File: src/rtl/alpha_mean_pkg.sv
// Shared definitions for the modified alpha-trimmed mean datapath:
// one-hot FSM encoding and width helper functions.
package alpha_mean_pkg;

    typedef enum logic [4:0] {
        StIdle    = 5'b00001,
        StCapture = 5'b00010,
        StAccum   = 5'b00100,
        StDivide  = 5'b01000,
        StDone    = 5'b10000
    } state_e;

    function automatic int unsigned keep_f(input int unsigned dn, input int unsigned trim);
        return dn - 2 * trim;
    endfunction

    function automatic int unsigned sumw_f(input int unsigned dw, input int unsigned keep);
        return dw + $clog2(keep + 1);
    endfunction

endpackage

File: src/rtl/seq_divider.sv
// Sequential restoring divider by a constant: one quotient bit per cycle, MSB first,
// W cycles after a start pulse.
module seq_divider #(
    parameter int unsigned W       = 12,
    parameter int unsigned Divisor = 15,
    parameter int unsigned OutW    = W
) (
    input  logic            clk,
    input  logic            rst_n,
    input  logic            start,
    input  logic [W-1:0]    dividend,
    output logic [OutW-1:0] quotient,
    output logic            done
);

    localparam int unsigned CW = $clog2(W + 1);

    logic [W-1:0]  rem_q, rem_d;
    logic [W-1:0]  quo_q, quo_d;
    logic [CW-1:0] cnt_q, cnt_d;
    logic [W:0]    rem_shift;
    logic          ge;

    always_comb begin
        rem_shift = {rem_q, quo_q[W-1]};
        ge        = rem_shift >= (W + 1)'(Divisor);
        rem_d     = rem_q;
        quo_d     = quo_q;
        cnt_d     = cnt_q;
        if (start) begin
            rem_d = '0;
            quo_d = dividend;
            cnt_d = CW'(W);
        end else if (cnt_q != '0) begin
            rem_d = W'(ge ? rem_shift - (W + 1)'(Divisor) : rem_shift);
            quo_d = {quo_q[W-2:0], ge};
            cnt_d = cnt_q - CW'(1);
        end
    end

    // Quotient is the result of the step in progress, so it is final while done is high.
    assign quotient = OutW'({quo_q[W-2:0], ge});
    assign done     = (cnt_q == CW'(1));

    always_ff @(posedge clk or negedge rst_n) begin
        if (!rst_n) begin
            rem_q <= '0;
            quo_q <= '0;
            cnt_q <= '0;
        end else begin
            rem_q <= rem_d;
            quo_q <= quo_d;
            cnt_q <= cnt_d;
        end
    end

endmodule

File: src/rtl/alpha_trim_mean.sv
// Modified alpha-trimmed mean of one sorted window: drop TRIM samples at each end by rank,
// sum the rest one per cycle, then divide by KEEP with round-half-up.
module alpha_trim_mean
    import alpha_mean_pkg::*;
#(
    parameter int unsigned DN          = 25,
    parameter int unsigned DW          = 8,
    parameter int unsigned DW_sequence = $clog2(DN),
    parameter int unsigned TRIM        = 5
) (
    input  logic                      clk,
    input  logic                      rst_n,
    input  logic                      sort_finish,
    input  logic [DW*DN-1:0]          data_window,
    input  logic [DW_sequence*DN-1:0] sequence_sorted,
    output logic [DW-1:0]             mean_out,
    output logic                      mean_valid,
    output logic                      busy,
    output logic                      overrun
);

    localparam int unsigned KEEP = keep_f(DN, TRIM);
    localparam int unsigned SUMW = sumw_f(DW, KEEP);
    localparam logic [DW_sequence-1:0] KFirst = DW_sequence'(TRIM);
    localparam logic [DW_sequence-1:0] KLast  = DW_sequence'(DN - TRIM - 1);

    state_e                      state_q, state_d;
    logic [DW*DN-1:0]            data_q, data_d;
    logic [DW_sequence*DN-1:0]   seq_q, seq_d;
    logic [SUMW-1:0]             sum_q, sum_d;
    logic [DW_sequence-1:0]      k_q, k_d;
    logic [DW-1:0]               mean_out_q, mean_out_d;
    logic                        mean_valid_q, mean_valid_d;
    logic                        busy_q, busy_d;
    logic                        overrun_q, overrun_d;

    logic [DW_sequence-1:0]      rank_idx;
    logic [DW-1:0]               sample;
    logic                        div_start;
    logic                        div_done;
    logic [SUMW-1:0]             div_dividend;
    logic [DW-1:0]               div_quotient;

    // Rank k -> original index -> sample; an index >= DN selects zero.
    always_comb begin
        rank_idx = '0;
        for (int i = 0; i < DN; i++) begin
            if (k_q == DW_sequence'(i)) rank_idx = seq_q[i*DW_sequence +: DW_sequence];
        end
        sample = '0;
        for (int i = 0; i < DN; i++) begin
            if (rank_idx == DW_sequence'(i)) sample = data_q[i*DW +: DW];
        end
    end

    always_comb begin
        state_d    = state_q;
        data_d     = data_q;
        seq_d      = seq_q;
        sum_d      = sum_q;
        k_d        = k_q;
        mean_out_d = mean_out_q;
        div_start  = 1'b0;
        unique case (state_q)
            StIdle: begin
                if (sort_finish) state_d = StCapture;
            end
            StCapture: begin
                data_d  = data_window;
                seq_d   = sequence_sorted;
                sum_d   = '0;
                k_d     = KFirst;
                state_d = StAccum;
            end
            StAccum: begin
                sum_d = sum_q + SUMW'(sample);
                k_d   = k_q + DW_sequence'(1);
                if (k_q == KLast) begin
                    div_start = 1'b1;
                    state_d   = StDivide;
                end
            end
            StDivide: begin
                if (div_done) begin
                    mean_out_d = div_quotient;
                    state_d    = StDone;
                end
            end
            StDone: begin
                state_d = StIdle;
            end
            default: state_d = StIdle;
        endcase
        mean_valid_d = (state_d == StDone);
        busy_d       = (state_d != StIdle);
        overrun_d    = sort_finish && (state_q != StIdle);
    end

    // Divider loads the final sum on the edge that leaves ACCUM.
    assign div_dividend = sum_d + SUMW'(KEEP / 2);

    seq_divider #(
        .W      (SUMW),
        .Divisor(KEEP),
        .OutW   (DW)
    ) u_div (
        .clk     (clk),
        .rst_n   (rst_n),
        .start   (div_start),
        .dividend(div_dividend),
        .quotient(div_quotient),
        .done    (div_done)
    );

    always_ff @(posedge clk or negedge rst_n) begin
        if (!rst_n) begin
            state_q      <= StIdle;
            data_q       <= '0;
            seq_q        <= '0;
            sum_q        <= '0;
            k_q          <= '0;
            mean_out_q   <= '0;
            mean_valid_q <= 1'b0;
            busy_q       <= 1'b0;
            overrun_q    <= 1'b0;
        end else begin
            state_q      <= state_d;
            data_q       <= data_d;
            seq_q        <= seq_d;
            sum_q        <= sum_d;
            k_q          <= k_d;
            mean_out_q   <= mean_out_d;
            mean_valid_q <= mean_valid_d;
            busy_q       <= busy_d;
            overrun_q    <= overrun_d;
        end
    end

    assign mean_out   = mean_out_q;
    assign mean_valid = mean_valid_q;
    assign busy       = busy_q;
    assign overrun    = overrun_q;

endmodule
File: config.mk
export PLATFORM = sky130hd
export DESIGN_NAME = alpha_trim_mean
export DESIGN_NICKNAME = d
export VERILOG_FILES = /design/src/rtl/alpha_mean_pkg.sv /design/src/rtl/seq_divider.sv /design/src/rtl/alpha_trim_mean.sv
export SDC_FILE = /design/constraint.sdc
export NUM_CORES = 1
export LEC_CHECK = 0
export CAP_MARGIN = 25
export CORE_MARGIN = 5
export CORE_UTILIZATION = 50
export CTS_BUF_LIST = sky130_fd_sc_hd__clkbuf_4 sky130_fd_sc_hd__clkbuf_8
export DETAILED_ROUTE_END_ITERATION = 12
export HOLD_SLACK_MARGIN = 0.03
export PLACE_DENSITY = 0.83
export SYNTH_ARGS = -nofsm -noshare
export SYNTH_HDL_FRONTEND = slang
export SYNTH_HIERARCHICAL = 1
export SYNTH_SLANG_ARGS = --single-unit
File: constraint.sdc
create_clock -name clk -period 7 [get_ports clk]
set_input_delay 2.1 -clock clk [delete_from_list [all_inputs] [get_ports clk]]
set_output_delay 2.1 -clock clk [all_outputs]
set_load 0.03 [all_outputs]
# [After elaboration in Yosys (flattened, before gate mapping)]
# Cells that the tools add are included.
[word_totals] reg_bits=386 latchBits=0 mem_bits_rw=0 mem_bits_ro=0 inputBits=328 mem_count=0
[classes] add_sub_neg=5 n_mul=0 n_div=0 n_lt_le_gt_ge=1 n_eq_ne=56 n_shift=0 mux=65 n_bitwise=0 reduce_logical=7
[ops] cell="8-bit two-way mux" count=25
[ops] cell="5-bit two-way mux" count=28
[ops] cell="5-bit == test, second input constant" count=19
[ops] cell="5-bit by 4-bit == test with 1-bit output, second input constant" count=17
[ops] cell="12-bit two-way mux" count=5
[ops] cell="5-bit by 3-bit == test with 1-bit output, second input constant" count=9
[ops] cell="5-bit by 2-bit == test with 1-bit output, second input constant" count=5
[ops] cell="12-bit one-hot mux with 2 select lines" count=1
[ops] cell="5-bit one-hot mux with 4 select lines" count=1
[ops] cell="5-bit by 1-bit == test with 1-bit output, second input constant" count=3
[ops] cell="13-bit by 4-bit greater-or-equal comparator with 1-bit output, second input constant" count=1
[ops] cell="12-bit by 3-bit adder with 12-bit output, second input constant" count=1
[ops] cell="12-bit by 8-bit adder with 12-bit output" count=1
[ops] cell="12-bit by 4-bit subtractor with 12-bit output, second input constant" count=1
[ops] cell="5-bit logical NOT" count=2
[ops] cell="5-bit by 1-bit != test with 1-bit output, second input constant" count=2
[ops] cell="5-bit one-hot mux with 2 select lines" count=1
[ops] cell="4-bit two-way mux" count=2
[ops] cell="5-bit by 1-bit adder with 5-bit output, second input constant" count=1
[ops] cell="4-bit by 1-bit == test with 1-bit output, second input constant" count=1
[ops] cell="2-bit nonzero test" count=2
[ops] cell="4-bit nonzero test" count=1
[ops] cell="4-bit by 1-bit subtractor with 4-bit output, second input constant" count=1
[ops] cell="1-bit two-way mux" count=2
[ops] cell="2 further kinds" count=2

# [Depth between registers and ports, before layout]
[logic_depth] depth_word=56 mapped_depth=33 depth_no_buf=27

# [Cells and area by module]
# The synthesis kept the hierarchy.
[by_module_without_submodules] module="alpha_trim_mean" n_inst=1 cells_each=2236 area_each_um2=18462.7 seq_area_each_um2=8959.8
[by_module_without_submodules] module="seq_divider" n_inst=1 cells_each=178 area_each_um2=1631.6 seq_area_each_um2=700.7

# [Worst setup path before layout]
# No wires, ideal clock.
[synth_timing] path_kind="register -> register" start="register k_q[1]" end="register u_div.quo_q[11]" arrival_time_ns=6.419 setup_slack_ns=0.447 path_stages_with_launch=31 synth_period_minus_slack_ns=6.553 cell_sequence="dfrtp_1 ha_1 buf_4 buf_2 buf_1 and3_1 ha_1 clkbuf_1 o311ai_1 a221o_1 a31oi_2 o31a_1 nor2_1 a22o_1 a221o_1 a2111oi_2 o21ai_1 ha_1 fa_1 a21o_1 a21oi_1 o21bai_1 a21oi_1 xnor2_1 o21ai_0 nand3_1 nor3_1 nand3_1 xnor2_1 nand2_1 o21ai_0"
[synth_via] elab_chain_cells=56 word_cells_on_any_way=107 cone_classes="add/sub: 2; eq/ne: 48; mux: 54; reduce/logical: 3"
[synth_lines] item="from (decl)" line_no="alpha_trim_mean.sv:31" text="logic [DW_sequence-1:0] k_q, k_d;"
[synth_lines] item="from (signal assigned)" line_no="alpha_trim_mean.sv:131" text="k_q <= k_d;"
[synth_lines] item="5-bit logical NOT" line_no="alpha_trim_mean.sv:48" text="if (k_q == DW_sequence'(i)) rank_idx = seq_q[i*DW_sequence +: DW_sequence];"
[synth_lines] item="5-bit two-way mux (24 in series)" line_no="alpha_trim_mean.sv:48"
[synth_lines] item="5-bit two-way mux (*)" line_no="alpha_trim_mean.sv:48"
[synth_lines] item="5-bit logical NOT" line_no="alpha_trim_mean.sv:52" text="if (rank_idx == DW_sequence'(i)) sample = data_q[i*DW +: DW];"
[synth_lines] item="8-bit two-way mux (24 in series)" line_no="alpha_trim_mean.sv:52"
[synth_lines] item="8-bit two-way mux (*)" line_no="alpha_trim_mean.sv:52"
[synth_lines] item="12-bit by 8-bit adder with 12-bit output (*)" line_no="alpha_trim_mean.sv:76" text="sum_d = sum_q + SUMW'(sample);"
[synth_lines] item="12-bit one-hot mux with 2 select lines (*)" line_no="alpha_trim_mean.sv:64" text="unique case (state_q)"
[synth_lines] item="net sum_d[6]" line_no="alpha_trim_mean.sv:30" text="logic [SUMW-1:0] sum_q, sum_d;"
[synth_lines] item="12-bit by 3-bit adder with 12-bit output (*)" line_no="alpha_trim_mean.sv:100" text="assign div_dividend = sum_d + SUMW'(KEEP / 2);"
[synth_lines] item="net div_dividend[11]" line_no="alpha_trim_mean.sv:41" text="logic [SUMW-1:0] div_dividend;"
[synth_lines] item="12-bit two-way mux (*)" line_no="seq_divider.sv:30" text="if (start) begin"
[synth_lines] item="to (signal assigned)" line_no="seq_divider.sv:52" text="quo_q <= quo_d;"
[synth_lines] item="to (decl)" line_no="seq_divider.sv:19" text="logic [W-1:0] quo_q, quo_d;"
# Mark *: on every way through the listed nets, which the timed path passes. The rest lies on a longest branch.
# A chain may end at the register's enable or synchronous reset.

# [Worst setup path after layout]
[layout_timing] start="register k_q[0]" end="register u_div.quo_q[11]"
# Same word-level chain as after synthesis.

==> run_summary.xml <==
<?xml version="1.0" encoding="UTF-8"?>
<metrics>
  <group name="yosys">
    <metric name="syn_area_per_cell" unit="µm²">8.32</metric>
    <metric name="ys_seq_elements" unit="">386</metric>
    <metric name="post_synth_main_area_contributors" unit="">sky130_fd_sc_hd__dfrtp_1, sky130_fd_sc_hd__nand2_1, sky130_fd_sc_hd__o21ai_0, sky130_fd_sc_hd__clkbuf_1, sky130_fd_sc_hd__nand3_1</metric>
    <metric name="edff_count_synth" unit="">0</metric>
    <metric name="synthDominantAreaCellType" unit="">sky130_fd_sc_hd__dfrtp_1</metric>
    <metric name="post-synth-top-area-fraction" unit="%">47.9</metric>
    <metric name="yosysSeqAreaShare" unit="%">48.1</metric>
    <metric name="netlist_area_before_placement" unit="mm²">0.0201</metric>
    <metric name="netlist_instances" unit="">2414</metric>
    <metric name="synthFlopType" unit="">sky130_fd_sc_hd__dfrtp_1</metric>
    <metric name="mappedNetlistNets" unit="">2761</metric>
    <metric name="post_synth_num_cell_types" unit="">107</metric>
    <metric name="yosys_warnings" unit="">6</metric>
    <metric name="ys_async_sr_fraction" unit="%">100</metric>
  </group>
  <group name="sta">
    <metric name="worst_margin_pin_slew" unit="ns">1.05</metric>
    <metric name="finalSetupViolCount" unit="">0</metric>
    <metric name="setup-tns-final" unit="ns">0</metric>
    <metric name="rsz_0062_raised_after_global_routing" unit="">false</metric>
    <metric name="hold_ws" unit="ns">0.473</metric>
    <metric name="clock-skew-final" unit="ns">0.0289</metric>
    <metric name="achievable-frequency" unit="MHz">149</metric>
    <metric name="maxSlewHeadroom" unit="%">30.1</metric>
    <metric name="count_of_final_hold_check_violations" unit="">0</metric>
    <metric name="period_needed" unit="ns">6.73</metric>
    <metric name="report.final.slew_viol_count" unit="">0</metric>
    <metric name="final_min_period_over_clock_period" unit="%">96.2</metric>
  </group>
  <group name="global_routing">
    <metric name="grt_usage" unit="%">30.8</metric>
    <metric name="first_global_vias" unit="">19000</metric>
    <metric name="antenna_found_initial" unit="">0</metric>
    <metric name="remaining_overflow_grt" unit="">0</metric>
    <metric name="grt_pass1_wl" unit="mm">108</metric>
    <metric name="largest_net_degree_at_the_start_of_global_routing" unit="">177</metric>
  </group>
  <group name="detailed_routing">
    <metric name="drc" unit="">0</metric>
    <metric name="drt.antenna.violating_nets" unit="">0</metric>
    <metric name="num_vias" unit="">19000</metric>
    <metric name="routed_wirelength" unit="mm">70.3</metric>
    <metric name="wl_per_cell" unit="µm">21.2</metric>
    <metric name="detail_route.iter0.violations" unit="">2049</metric>
    <metric name="routed_via_count_divided_by_cell_count" unit="">5.74</metric>
    <metric name="firstDrtPassIters" unit="">6</metric>
  </group>
  <group name="power_and_ir_drop">
    <metric name="cellPowerDensity" unit="mW/mm²">581</metric>
    <metric name="report.power.total" unit="mW">14.8</metric>
    <metric name="internal_power_summed_over_all_cells" unit="mW">7.71</metric>
    <metric name="leakagePower" unit="nW">12.0</metric>
    <metric name="clockPowerShare" unit="%">14.5</metric>
    <metric name="comb_pwr_share" unit="%">57.6</metric>
    <metric name="max-vdd-ir-drop" unit="µV">387</metric>
    <metric name="power.net_switching" unit="mW">7.11</metric>
    <metric name="power.sequential.fraction" unit="%">27.9</metric>
    <metric name="switching_share" unit="%">48.0</metric>
  </group>
  <group name="finish">
    <metric name="fin_nets" unit="">3087</metric>
    <metric name="fillCellCount" unit="">3376</metric>
    <metric name="multi_input_area" unit="mm²">0.00957</metric>
    <metric name="final-seq-area" unit="mm²">0.00966</metric>
    <metric name="postLayoutCellArea" unit="mm²">0.0255</metric>
    <metric name="share_of_cells_above_drive_strength_1" unit="%">9.54</metric>
    <metric name="antenna_cells_inserted" unit="">0</metric>
    <metric name="area_growth_syn_to_layout" unit="%">27.0</metric>
  </group>
  <group name="clocking">
    <metric name="cts.reportedPaths.clkPinSlew" unit="ns">0.06</metric>
    <metric name="clkSinkCount" unit="">386</metric>
    <metric name="cts.htree.levels" unit="">3</metric>
    <metric name="cts_hold_buffers" unit="">0</metric>
    <metric name="tritoncts" unit="">yes</metric>
    <metric name="clock_path_buffers" unit="">3</metric>
    <metric name="clk_root_buffer_cell" unit="">sky130_fd_sc_hd__clkbuf_8</metric>
    <metric name="worstSkewPairLatency" unit="ns">0.61</metric>
    <metric name="cts_made_buffers" unit="">66</metric>
  </group>
  <group name="setup_path">
    <metric name="critPathMaxFanout" unit="">11</metric>
    <metric name="cell_class_contributing_the_biggest_share_of_worst_path_delay" unit="">compound AO/OA/AOI/OAI gates</metric>
    <metric name="crit_type" unit="">reg2reg</metric>
    <metric name="crit_required" unit="ns">7.47</metric>
    <metric name="timing.critical_path.slowest_cell_delay" unit="ns">0.58</metric>
    <metric name="critical-path-slowest-cell" unit="">sky130_fd_sc_hd__a2111oi_2</metric>
    <metric name="path_buf_inv" unit="">2</metric>
    <metric name="type_of_element_capturing_the_critical_path" unit="">register</metric>
    <metric name="cp_data_arrival_time" unit="ns">7.20</metric>
    <metric name="cp-start-kind" unit="">register</metric>
  </group>
  <group name="die">
    <metric name="initial_utilization" unit="%">50.6</metric>
    <metric name="chipWidth" unit="µm">210</metric>
    <metric name="floorplan.core_area" unit="mm²">0.0397</metric>
    <metric name="std_cell_rows" unit="">73</metric>
    <metric name="ioPinCount" unit="">339</metric>
    <metric name="die_area" unit="mm²">0.0443</metric>
    <metric name="die_y" unit="µm">210</metric>
  </group>
  <group name="flow_run">
    <metric name="drv.max_cap_violation_count" unit="">0</metric>
  </group>
  <group name="status">
    <metric name="status" unit="">completed</metric>
  </group>
  <group name="placement">
    <metric name="buffer_ports.inserted" unit="">338</metric>
    <metric name="sum_of_net_half_perimeters_after_detailed_placement" unit="mm">51.7</metric>
    <metric name="placement.cell_area" unit="mm²">0.0240</metric>
    <metric name="gp_congestion" unit="">1.04</metric>
  </group>
  <group name="hold_path">
    <metric name="min-delay-path-class" unit="">reg2reg</metric>
  </group>
</metrics>
[cell families after synthesis]
| family | count (synthesis) | synth area share [%] |
|---|---|---|
| XOR/XNOR | 16 | 0.697 |
| multiplexers | 45 | 2.33 |
| AO/OA/AOI/OAI | 402 | 14.1 |
| flip-flops | 386 | 48.1 |
| AND/OR/NAND/NOR | 1337 | 28.7 |
| adder cells (fa/ha/maj) | 19 | 1.22 |
| buffers and inverters | 209 | 4.86 |
[final cells by class]
class / instances / share of cell area, %
Multi-Input combinational cell: 1819 / 37.5
Clock inverter: 13 / 0.382
Tap cell: 525 / 2.57
Clock buffer: 103 / 5.09
Timing Repair Buffer: 416 / 15.9
Inverter: 51 / 0.750
Sequential cell: 386 / 37.9
[per-stage QoR]
step           cells  setup slack (ns)  utilization (%)
6_report        3313             0.268             64.2
5_1_grt         3313            0.0197             64.2
4_1_cts         3309            0.0212             63.9
3_5_place_dp    3193           0.00408             60.4
3_3_place_gp    3193             0.273             60.4
2_1_floorplan   2414             0.447                -
[tightest hold or removal path, stage by stage (launching register included)]
cell	delay (ns)
sky130_fd_sc_hd__dfrtp_1	0.34
sky130_fd_sc_hd__nand2_1	0.05
sky130_fd_sc_hd__nand2_1	0.05
[cells in the mapped netlist, types with 9 or more instances]
| master | n |
|---|---|
| sky130_fd_sc_hd__nand3b_1 | 15 |
| sky130_fd_sc_hd__o22ai_1 | 11 |
| sky130_fd_sc_hd__o21ai_1 | 11 |
| sky130_fd_sc_hd__nand3_1 | 65 |
| sky130_fd_sc_hd__ha_1 | 18 |
| sky130_fd_sc_hd__a22oi_1 | 22 |
| sky130_fd_sc_hd__mux2i_1 | 31 |
| sky130_fd_sc_hd__or3_1 | 9 |
| sky130_fd_sc_hd__mux2_2 | 13 |
| sky130_fd_sc_hd__a21oi_1 | 61 |
| sky130_fd_sc_hd__nor2_1 | 70 |
| sky130_fd_sc_hd__o21ai_0 | 85 |
| sky130_fd_sc_hd__clkbuf_1 | 93 |
| sky130_fd_sc_hd__a31oi_1 | 14 |
| sky130_fd_sc_hd__buf_2 | 30 |
| sky130_fd_sc_hd__inv_1 | 50 |
| sky130_fd_sc_hd__nand2b_1 | 13 |
| sky130_fd_sc_hd__a211oi_1 | 20 |
| sky130_fd_sc_hd__a21o_1 | 14 |
| sky130_fd_sc_hd__nor4_1 | 9 |
| sky130_fd_sc_hd__nor3_1 | 26 |
| sky130_fd_sc_hd__a221oi_1 | 11 |
| sky130_fd_sc_hd__buf_6 | 9 |
| sky130_fd_sc_hd__and3_1 | 15 |
| sky130_fd_sc_hd__nand4_1 | 9 |
| sky130_fd_sc_hd__buf_4 | 23 |
| sky130_fd_sc_hd__dfrtp_1 | 385 |
| sky130_fd_sc_hd__o31ai_1 | 11 |
| sky130_fd_sc_hd__o211ai_1 | 20 |
| sky130_fd_sc_hd__xnor2_1 | 11 |
| sky130_fd_sc_hd__nor2b_1 | 26 |
| sky130_fd_sc_hd__nand2_1 | 1011 |
| sky130_fd_sc_hd__nor3b_1 | 14 |
[power groups by stage]
stage          logic [mW]  clock network [mW]  registers, mW
2_1_floorplan        5.53                   0           3.74
3_3_place_gp         7.98                   0           4.11
3_5_place_dp         8.17                   0           4.12
4_1_cts              8.23                2.18           4.10
5_1_grt              9.16                2.28           4.22
6_report             8.53                2.15           4.14
[cell usage in the layout, fill, tap and decap left out, types with 19 or more instances in the layout]
master / instances
sky130_fd_sc_hd__nand2_1: 1010
sky130_fd_sc_hd__clkdlybuf4s50_1: 337
sky130_fd_sc_hd__a211oi_1: 20
sky130_fd_sc_hd__nor3_1: 25
sky130_fd_sc_hd__clkbuf_8: 84
sky130_fd_sc_hd__nor2b_1: 26
sky130_fd_sc_hd__o211ai_1: 20
sky130_fd_sc_hd__inv_1: 50
sky130_fd_sc_hd__nand3_1: 65
sky130_fd_sc_hd__o21ai_0: 84
sky130_fd_sc_hd__dfrtp_1: 385
sky130_fd_sc_hd__nor2_1: 68
sky130_fd_sc_hd__a21oi_1: 59
sky130_fd_sc_hd__a22oi_1: 22
sky130_fd_sc_hd__mux2i_1: 29
sky130_fd_sc_hd__clkbuf_4: 19
sky130_fd_sc_hd__buf_4: 72
[flip-flops by register name, indices dropped and copies added (netlist names)]
name / flops
k_q: 5
mean_valid: 1
seq_q: 125
data_q: 200
u_div/cnt_q: 4
u_div/rem_q: 12
mean_out: 8
u_div/quo_q: 12
state_q: 5
busy: 1
sum_q: 12
overrun: 1
[worst paths after layout]
path                                          from                          end  slack (ns)  cells after the start
hold reg to reg            data_q[101]$_DFFE_PN0P_      data_q[101]$_DFFE_PN0P_        0.47                      2
min in group asynchronous                    rst_n        seq_q[59]$_DFFE_PN0P_        1.39                      1
hold / removal             data_q[101]$_DFFE_PN0P_      data_q[101]$_DFFE_PN0P_        0.47                      2
setup / recovery                k_q[0]$_DFFE_PN0N_  u_div/quo_q[11]$_DFFE_PN0P_        0.27                     27
setup reg to reg                k_q[0]$_DFFE_PN0N_  u_div/quo_q[11]$_DFFE_PN0P_        0.27                     27
max in group asynchronous                    rst_n       data_q[93]$_DFFE_PN0P_        4.27                      2
[per-layer routing]
metal | vias to the layer above | track usage [%] | part of all wire, %
met5 | - | 0 | 0
met2 | 934 | 49.3 | 46
met3 | 181 | 5.09 | 7.5
met1 | 9101 | 42.5 | 42
li1 | 8792 | - | -
met4 | 0 | 12.1 | 4.3
[timing repair]
item,4_1_cts,5_1_grt
gates resized for setup,1,20
setup buffers,0,3
pin swaps,0,3
setup endpoints to repair,1,5
No activity file was read; power rests on OpenSTA's default activity.
